<file path="src/rtl/risc_pkg.sv">
// Shared definitions for the 16-bit RISC pipeline: widths, opcode map,
// write-back FSM states and the destination-register decode helper.
package risc_pkg;

   localparam int DATA_W       = 16;
   localparam int REG_AW       = 3;
   localparam int RET_W        = 16;
   localparam int LOAD_TIMEOUT = 15;
   localparam int TMR_W        = 4;

   localparam logic [2:0] OP_RTYPE = 3'b000;
   localparam logic [2:0] OP_ADDI  = 3'b001;
   localparam logic [2:0] OP_LW    = 3'b010;
   localparam logic [2:0] OP_SW    = 3'b011;
   localparam logic [2:0] OP_BEQ   = 3'b100;
   localparam logic [2:0] OP_J     = 3'b101;
   localparam logic [2:0] OP_ANDI  = 3'b110;
   localparam logic [2:0] OP_NOP   = 3'b111;

   typedef enum logic [1:0] {
      ST_IDLE      = 2'b00,
      ST_COMMIT    = 2'b01,
      ST_LOAD_WAIT = 2'b10
   } wb_state_e;

   // Returns {writes, reg}. R0 is hard-wired zero, so a destination of 0
   // is reported as "no write" even for opcodes that normally write.
   function automatic logic [REG_AW:0] dest_of(input logic [2:0]        opcode,
                                               input logic [REG_AW-1:0] rt,
                                               input logic [REG_AW-1:0] rd);
      logic [REG_AW-1:0] r;
      logic              w;
      case (opcode)
         OP_RTYPE: begin w = 1'b1; r = rd; end
         OP_ADDI,
         OP_LW,
         OP_ANDI:  begin w = 1'b1; r = rt; end
         default:  begin w = 1'b0; r = {REG_AW{1'b0}}; end
      endcase
      if (r == {REG_AW{1'b0}}) begin
         w = 1'b0;
      end else begin
         w = w;
      end
      return {w, r};
   endfunction

endpackage

</file>
<file path="src/rtl/wb_load_timer.sv">
// Loadable down-counter bounding the time write-back waits for load data.
// expire_o flags the decrement that brings the count to zero.
module wb_load_timer #(
   parameter int CNT_W = 4
) (
   input  logic             clk,
   input  logic             rst_n,
   input  logic             load_i,
   input  logic [CNT_W-1:0] load_val_i,
   input  logic             dec_i,
   output logic             expire_o
);

   logic [CNT_W-1:0] cnt_q;
   logic [CNT_W-1:0] cnt_d;

   // Next count: load has priority, decrement saturates at zero.
   always_comb begin
      cnt_d = cnt_q;
      if (load_i) begin
         cnt_d = load_val_i;
      end else if (dec_i && (cnt_q != {CNT_W{1'b0}})) begin
         cnt_d = cnt_q - CNT_W'(1);
      end else begin
         cnt_d = cnt_q;
      end
   end

   // Count register.
   always_ff @(posedge clk or negedge rst_n) begin
      if (!rst_n) begin
         cnt_q <= {CNT_W{1'b0}};
      end else begin
         cnt_q <= cnt_d;
      end
   end

   // A count already at zero also expires so a stray zero load cannot wedge the wait.
   assign expire_o = dec_i && (cnt_q <= CNT_W'(1));

endmodule

</file>
<file path="src/rtl/write_back.sv">
// Write-back stage: retires instructions, drives the register-file write
// port, counts retirements and flags abandoned loads.
// Optional macro WB_BYPASS_EN adds fwd_valid/fwd_reg/fwd_data outputs that
// mirror the write port so decode can forward in the same cycle.
module write_back
   import risc_pkg::*;
#(
   parameter int P_DATA_W       = DATA_W,
   parameter int P_REG_AW       = REG_AW,
   parameter int P_LOAD_TIMEOUT = LOAD_TIMEOUT,
   parameter int P_RET_W        = RET_W
) (
   input  logic                clk,
   input  logic                rst_n,
   input  logic                in_valid,
   output logic                in_ready,
   input  logic [2:0]          in_opcode,
   input  logic [P_REG_AW-1:0] in_rt,
   input  logic [P_REG_AW-1:0] in_rd,
   input  logic [P_DATA_W-1:0] in_result,
   input  logic                mem_rvalid,
   input  logic [P_DATA_W-1:0] mem_rdata,
   output logic                reg_write,
   output logic [P_REG_AW-1:0] write_reg,
   output logic [P_DATA_W-1:0] write_data,
`ifdef WB_BYPASS_EN
   output logic                fwd_valid,
   output logic [P_REG_AW-1:0] fwd_reg,
   output logic [P_DATA_W-1:0] fwd_data,
`endif
   output logic [P_RET_W-1:0]  retired,
   output logic                err_load_timeout
);

   wb_state_e           state_q;
   logic                reg_write_q;
   logic [REG_AW-1:0]   write_reg_q;
   logic [DATA_W-1:0]   write_data_q;
   logic [P_RET_W-1:0]  retired_q;
   logic                err_q;
   logic [REG_AW:0]     ld_dest_q;

   logic                accept_s;
   logic                is_lw_s;
   logic [REG_AW:0]     in_dest_s;
   logic                commit_s;
   logic [REG_AW:0]     commit_dest_s;
   logic [DATA_W-1:0]   commit_data_s;
   logic                tmr_load_s;
   logic                tmr_dec_s;
   logic                tmr_expire_s;

   assign in_ready  = (state_q != ST_LOAD_WAIT);
   assign accept_s  = in_valid && in_ready;
   assign is_lw_s   = (in_opcode == OP_LW);
   assign in_dest_s = dest_of(in_opcode, in_rt, in_rd);

   assign tmr_load_s = accept_s && is_lw_s;
   assign tmr_dec_s  = (state_q == ST_LOAD_WAIT) && !mem_rvalid;

   wb_load_timer #(
      .CNT_W (TMR_W)
   ) u_load_timer (
      .clk        (clk),
      .rst_n      (rst_n),
      .load_i     (tmr_load_s),
      .load_val_i (TMR_W'(P_LOAD_TIMEOUT)),
      .dec_i      (tmr_dec_s),
      .expire_o   (tmr_expire_s)
   );

   // Select what (if anything) commits at the coming edge: a non-load accept or returning load data.
   always_comb begin
      commit_s      = 1'b0;
      commit_dest_s = {(REG_AW+1){1'b0}};
      commit_data_s = {DATA_W{1'b0}};
      case (state_q)
         ST_IDLE, ST_COMMIT: begin
            if (accept_s && !is_lw_s) begin
               commit_s      = 1'b1;
               commit_dest_s = in_dest_s;
               commit_data_s = in_result;
            end else begin
               commit_s      = 1'b0;
            end
         end
         ST_LOAD_WAIT: begin
            if (mem_rvalid) begin
               commit_s      = 1'b1;
               commit_dest_s = ld_dest_q;
               commit_data_s = mem_rdata;
            end else begin
               commit_s      = 1'b0;
            end
         end
         default: begin
            commit_s = 1'b0;
         end
      endcase
   end

   // Write-back FSM with registered write port, retire counter and sticky timeout error.
   always_ff @(posedge clk or negedge rst_n) begin
      if (!rst_n) begin
         state_q      <= ST_IDLE;
         reg_write_q  <= 1'b0;
         write_reg_q  <= {REG_AW{1'b0}};
         write_data_q <= {DATA_W{1'b0}};
         retired_q    <= {P_RET_W{1'b0}};
         err_q        <= 1'b0;
         ld_dest_q    <= {(REG_AW+1){1'b0}};
      end else begin
         reg_write_q <= 1'b0;
         if (commit_s) begin
            reg_write_q <= commit_dest_s[REG_AW];
            retired_q   <= retired_q + P_RET_W'(1);
            if (commit_dest_s[REG_AW]) begin
               write_reg_q  <= commit_dest_s[REG_AW-1:0];
               write_data_q <= commit_data_s;
            end else begin
               write_reg_q  <= write_reg_q;
               write_data_q <= write_data_q;
            end
         end else begin
            retired_q <= retired_q;
         end
         case (state_q)
            ST_IDLE, ST_COMMIT: begin
               if (accept_s && is_lw_s) begin
                  ld_dest_q <= in_dest_s;
                  state_q   <= ST_LOAD_WAIT;
               end else if (accept_s) begin
                  state_q   <= ST_COMMIT;
               end else begin
                  state_q   <= ST_IDLE;
               end
            end
            ST_LOAD_WAIT: begin
               if (mem_rvalid) begin
                  state_q <= ST_COMMIT;
               end else if (tmr_expire_s) begin
                  err_q     <= 1'b1;
                  retired_q <= retired_q + P_RET_W'(1);
                  state_q   <= ST_IDLE;
               end else begin
                  state_q <= ST_LOAD_WAIT;
               end
            end
            default: begin
               state_q <= ST_IDLE;
            end
         endcase
      end
   end

   assign reg_write        = reg_write_q;
   assign write_reg        = write_reg_q;
   assign write_data       = write_data_q;
   assign retired          = retired_q;
   assign err_load_timeout = err_q;

`ifdef WB_BYPASS_EN
   assign fwd_valid = reg_write_q;
   assign fwd_reg   = write_reg_q;
   assign fwd_data  = write_data_q;
`endif

endmodule

</file>
<file path="config.mk">
export PLATFORM = sky130hd
export DESIGN_NAME = write_back
export DESIGN_NICKNAME = d
export VERILOG_FILES = /design/src/rtl/risc_pkg.sv /design/src/rtl/wb_load_timer.sv /design/src/rtl/write_back.sv
export SDC_FILE = /design/constraint.sdc
export NUM_CORES = 1
export LEC_CHECK = 0
export ABC_AREA = 1
export CORE_MARGIN = 2
export CORE_UTILIZATION = 35
export DETAILED_ROUTE_END_ITERATION = 6
export HOLD_SLACK_MARGIN = 0.05
export SYNTH_ARGS = -nofsm -noshare
export SYNTH_HDL_FRONTEND = slang
export SYNTH_SLANG_ARGS = --single-unit
</file>
<file path="constraint.sdc">
create_clock -name clk -period 2.4 [get_ports clk]
set_clock_uncertainty 0.15 [all_clocks]
set_input_delay 0.72 -clock clk [delete_from_list [all_inputs] [get_ports clk]]
set_output_delay 0.72 -clock clk [all_outputs]
set_load 0.02 [all_outputs]
</file>
======== Word-level counts from Yosys, hierarchy flattened ========
Cells that the tools add are included.
storage, ports and cells
  bits in registers ....................... 47
  bits of input ports ..................... 45
  output and inout bits ................... 38
  logic and storage cells ................. 61
operators by class
  add/subtract/negate cells ............... 2
  $lt $le $gt $ge ......................... 1
  equality and inequality tests ........... 6
  mux-type cells .......................... 24
  bitwise operators ....................... 1
  reduce and logical (&&, ||, !) cells .... 19
operators by type and width
  cell                   number
  $mux 16                6
  $pmux 16 s2            1
  $add 16x1->16 const B  1
  $mux 4                 4
  $pmux 4 s2             1
  $logic_and 1x1->1      6
  $logic_not 3->1        2
  $mux 1                 6
  $mux 2                 3
  $pmux 3 s2             1
  $le 4x1->1 const B     1
  $pmux 2 s2             1
  $reduce_and 2->1       2
  $reduce_bool 4->1      1
  $reduce_or 4->1        1
  $sub 4x1->4 const B    1
  $eq 3x1->1 const B     1
  $eq 3x2->1 const B     1
  $eq 3x3->1 const B     1
  $reduce_and 3->1       1
  $reduce_or 3->1        1
  $eq 2x1->1 const B     1
  $eq 2x2->1 const B     1
  $logic_not 1->1        2
  other kinds (6)        6

======== Longest topological paths before layout ========
  word-level depth ........................ 9
  depth in mapped cells ................... 10
  gate-level depth less buffers ........... 10

======== By module ========
Synthesis repeated with hierarchy kept, for this count alone.
second synthesis, totals
  cells, all modules ...................... 320
  area total of the unflattened synthesis .. 2,623.8 µm²
by module, submodules not included
  module         times used  cells each  area an instance (µm²)  sequential area each (µm²)
  write_back     1           279         2,329.7                 1,076.0
  wb_load_timer  1           41          294.0                   100.1

======== Least setup slack after synthesis ========
No wires, ideal clock.
  kind .................................... input to register
  start ................................... in in_opcode[1]
  end ..................................... reg write_data_q[0] (netlist: write_data[0])
  setup time .............................. 116 ps
  arrival ................................. 1,524 ps
  required time ........................... 2,134 ps
  slack ................................... 610 ps
  stages .................................. 10
  buffers on the path ..................... 2
  path through ............................ nor2_2 -> nand3_1 -> nand2_1 -> nand2_1 -> nand3_2 -> nand2_2 -> buf_6 -> buf_12 -> nand3_2 -> nand2_1
between the ends
  word-level cells in the longest chain between the ends .. 8
  elaborated cells between the ends (all ways) .. 19
  those cells by class .................... 3 x eq/ne; 9 x mux; 7 x reduce/logical
RTL lines
  element                                   RTL line                          source
  start: declaration                        write_back.sv:17                  input logic [2:0] in_opcode,
  $eq 3x2->1, or another cell as far along  risc_pkg.sv:33, write_back.sv:55
  $reduce_or 3->1                           risc_pkg.sv:33                    case (opcode)
  $pmux 3 s2                                risc_pkg.sv:33
  $logic_not 3->1                           risc_pkg.sv:40                    if (r == {REG_AW{1'b0}}) begin
  $mux 1                                    risc_pkg.sv:40
  $mux 4                                    write_back.sv:79                  if (accept_s && !is_lw_s) begin
  $pmux 4 s2                                write_back.sv:77                  case (state_q)
  $reduce_and 2->1 (no line)                -
  end signal: assignment                    write_back.sv:108                 write_data_q <= {DATA_W{1'b0}};
  end signal: assignment                    write_back.sv:119                 write_data_q <= commit_data_s;
  end signal: assignment                    write_back.sv:122                 write_data_q <= write_data_q;
  end: declaration                          write_back.sv:38                  logic [DATA_W-1:0] write_data_q;
Parallel ways exist; a longest one is shown, timed or not.
A chain may end at the register's enable or synchronous reset.

======== Worst setup path in the final report ========
  start ................................... reg retired_q[10] (netlist: retired[10])
  end ..................................... out retired[10]
RTL lines
  element                   RTL line           source
  start: declaration        write_back.sv:39   logic [P_RET_W-1:0] retired_q;
  start signal: assignment  write_back.sv:109  retired_q <= {P_RET_W{1'b0}};
  start signal: assignment  write_back.sv:116  retired_q <= retired_q + P_RET_W'(1);
  start signal: assignment  write_back.sv:125  retired_q <= retired_q;
  end: declaration          write_back.sv:31   output logic [P_RET_W-1:0] retired,
No word-level cell between the ends.

==> metrics.txt <==
status=complete, no violations; die area=7980 µm²; pin count of the biggest net entering global routing=30; FF/Latch Area=1180 µm²; top_reg_cell synth=dfrtp_1; Worst-path clk slew=0.09 ns; post-route minimum period=2.27 ns; CP max stage delay=0.65 ns; I/O Pins=83; worst vdd ir=0.526 mV; H-tree depth=2; commonest non-fill, non-tap cell in the layout=nand2_1; number of synthesized flops with an enable pin=0; Setup WS pre-CTS=-0.0833 ns; hold-fix buffers at CTS=0; Max Fclk=0.440 GHz; LEAKAGE=1.75 nW; GRT overflow=0; Synth Area per Inst=7.94 µm²; Hold Crit Class=input pin to asynchronous set/reset pin; Worst Hold Slack=0.211 ns; Chip Height=89.3 µm; RSZ-0062 raised after global routing=no; post-route ant nets=0; Synthesis Warnings=0; Yosys reg bits=47; Via density=4.63; setup bufs post-CTS=0; Post-Syn Area=2550 µm²; initial drt markers=81; setup violators final=0; Clock Latency Late Sink=0.30 ns; Max clock buf depth=2; Starting Density=35.7%; clk sinks=47; CTS tree=yes; syn nets=369; Core Region=7140 µm²; fin util=51.6%; share of cells above drive strength 1=12.0%; Slew Limit Fails=0; Final GP Congestion=0.775; DP HPWL=4730 µm; Crit Path Max Fanout=6; via count of the routed design=2379; fin nets=462; Worst Path Arrival=1.40 ns; Pwr per Cell Area=671 nW/µm²; CP delay by family, top=buffers and inverters; CP Launch Type=flop; CP Cell Sequence=clkdlybuf4s50_1; DR WL/cell=12.3 µm; cell row count=31; Worst slew margin=68.4%; Tcrit/Tclk final=94.7%; Mapped Cells=321; first-pass GRT wire length=10400 µm; Max-cap violations=0; sequential share of the synthesized area=46.1%; IO Port Bufs=82; synth unique cells=29; Critical Path End Type=primary output; GRT Util Overall=16.5%; footprint of the multi-input gates=1200 µm²; # fillers=700; antenna cells=0; critical path data required time=1.53 ns; total power=2.47 mW; DRT Wirelength=6320 µm; DR DRC count=0; initial antenna violation count=0; vias in the first global route=2339; setup ws final=0.128 ns; first drt pass iteration count=4; clock root cell=clkbuf_8; TritonCTS buffer count=5; Fin. Hold Viols=0; FFs w/ async S/R, synth=100%; Critical-path top delay cell=clkdlybuf4s50_1; critical path class=flop to primary output; Layout area overhead=44.4%; Slew @ Worst Pin=0.474 ns; WP buf/inv=1; Die Wd=89.3 µm; r2r setup slk=0.54 ns; commonest non-fill, non-tap cells in the layout=nand2_1 (122), clkdlybuf4s50_1 (80), dfrtp_1 (47), nand3_1 (44), inv_1 (20)
==> per-layer routing <==
metal,global-route usage (%),routed length [µm],share of wire [%],vias up
li1,-,-,-,1214
met3,3.69,479,7.6,11
met5,0,0,0,-
met2,28.1,2820,45,80
met4,4.88,102,1.6,0
met1,20.9,2910,46,1074
==> cell families after synthesis <==
kind of cell | after synthesis | share of synthesized area [%]
XOR/XNOR | 10 | 3.44
buffers and inverters | 35 | 6.63
flip-flops | 47 | 46.1
AO/OA/AOI/OAI | 15 | 3.04
multiplexers | 1 | 0.442
adder cells (fa/ha/maj) | 3 | 1.47
AND/OR/NAND/NOR | 210 | 38.8
==> per-stage QoR <==
stage	TNS (ns)	area, µm²	cells
global route	0	3680	514
CTS	0	3680	514
finish	0	3680	514
floorplan	0	2550	321
global placement	-0.00335	3560	506
detailed placement	-1.39	3560	506
==> worst paths after layout <==
kind | startpoint | end | cells after the start
setup / recovery | retired[10] | retired[10] | 1
hold reg to reg | err_load_timeout | err_load_timeout | 1
setup reg to reg | u_load_timer.cnt_q[0] | retired[5] | 10
max in group asynchronous | rst_n | ld_dest_q[3] | 2
hold / removal | rst_n | write_data[13] | 1
min in group clk | err_load_timeout | err_load_timeout | 1
==> report_power, final <==
part	switching (mW)	internal (mW)
logic	0.408	0.402
registers	0.118	0.929
clock network	0.273	0.337
==> area by class of cell <==
type / instances / share of cell area (%)
Inverter: 24 / 2.45
Tap cell: 99 / 3.37
Multi-Input combinational cell: 239 / 32.7
Sequential cell: 47 / 32.0
Timing Repair Buffer: 97 / 26.3
Clock inverter: 2 / 0.952
Clock buffer: 6 / 2.24
==> Yosys cell counts, drive strengths merged, types with 2 or more instances <==
master | count | area share (%)
nor2 | 21 | 4.9
ha | 3 | 1.5
xnor2 | 8 | 2.7
nand4 | 4 | 0.98
dfrtp | 47 | 46
inv | 23 | 3.4
nand3b | 2 | 0.59
nand2 | 126 | 19
o21ai | 14 | 2.7
nand3 | 55 | 13
buf | 10 | 2.9
xor2 | 2 | 0.69
==> timing repair <==
action,in CTS,in global routing
resized for setup,0,1
endpoints found under the setup margin,0,1
endpoints found under the hold margin,0,0
No activity file was read; power rests on OpenSTA's default activity.
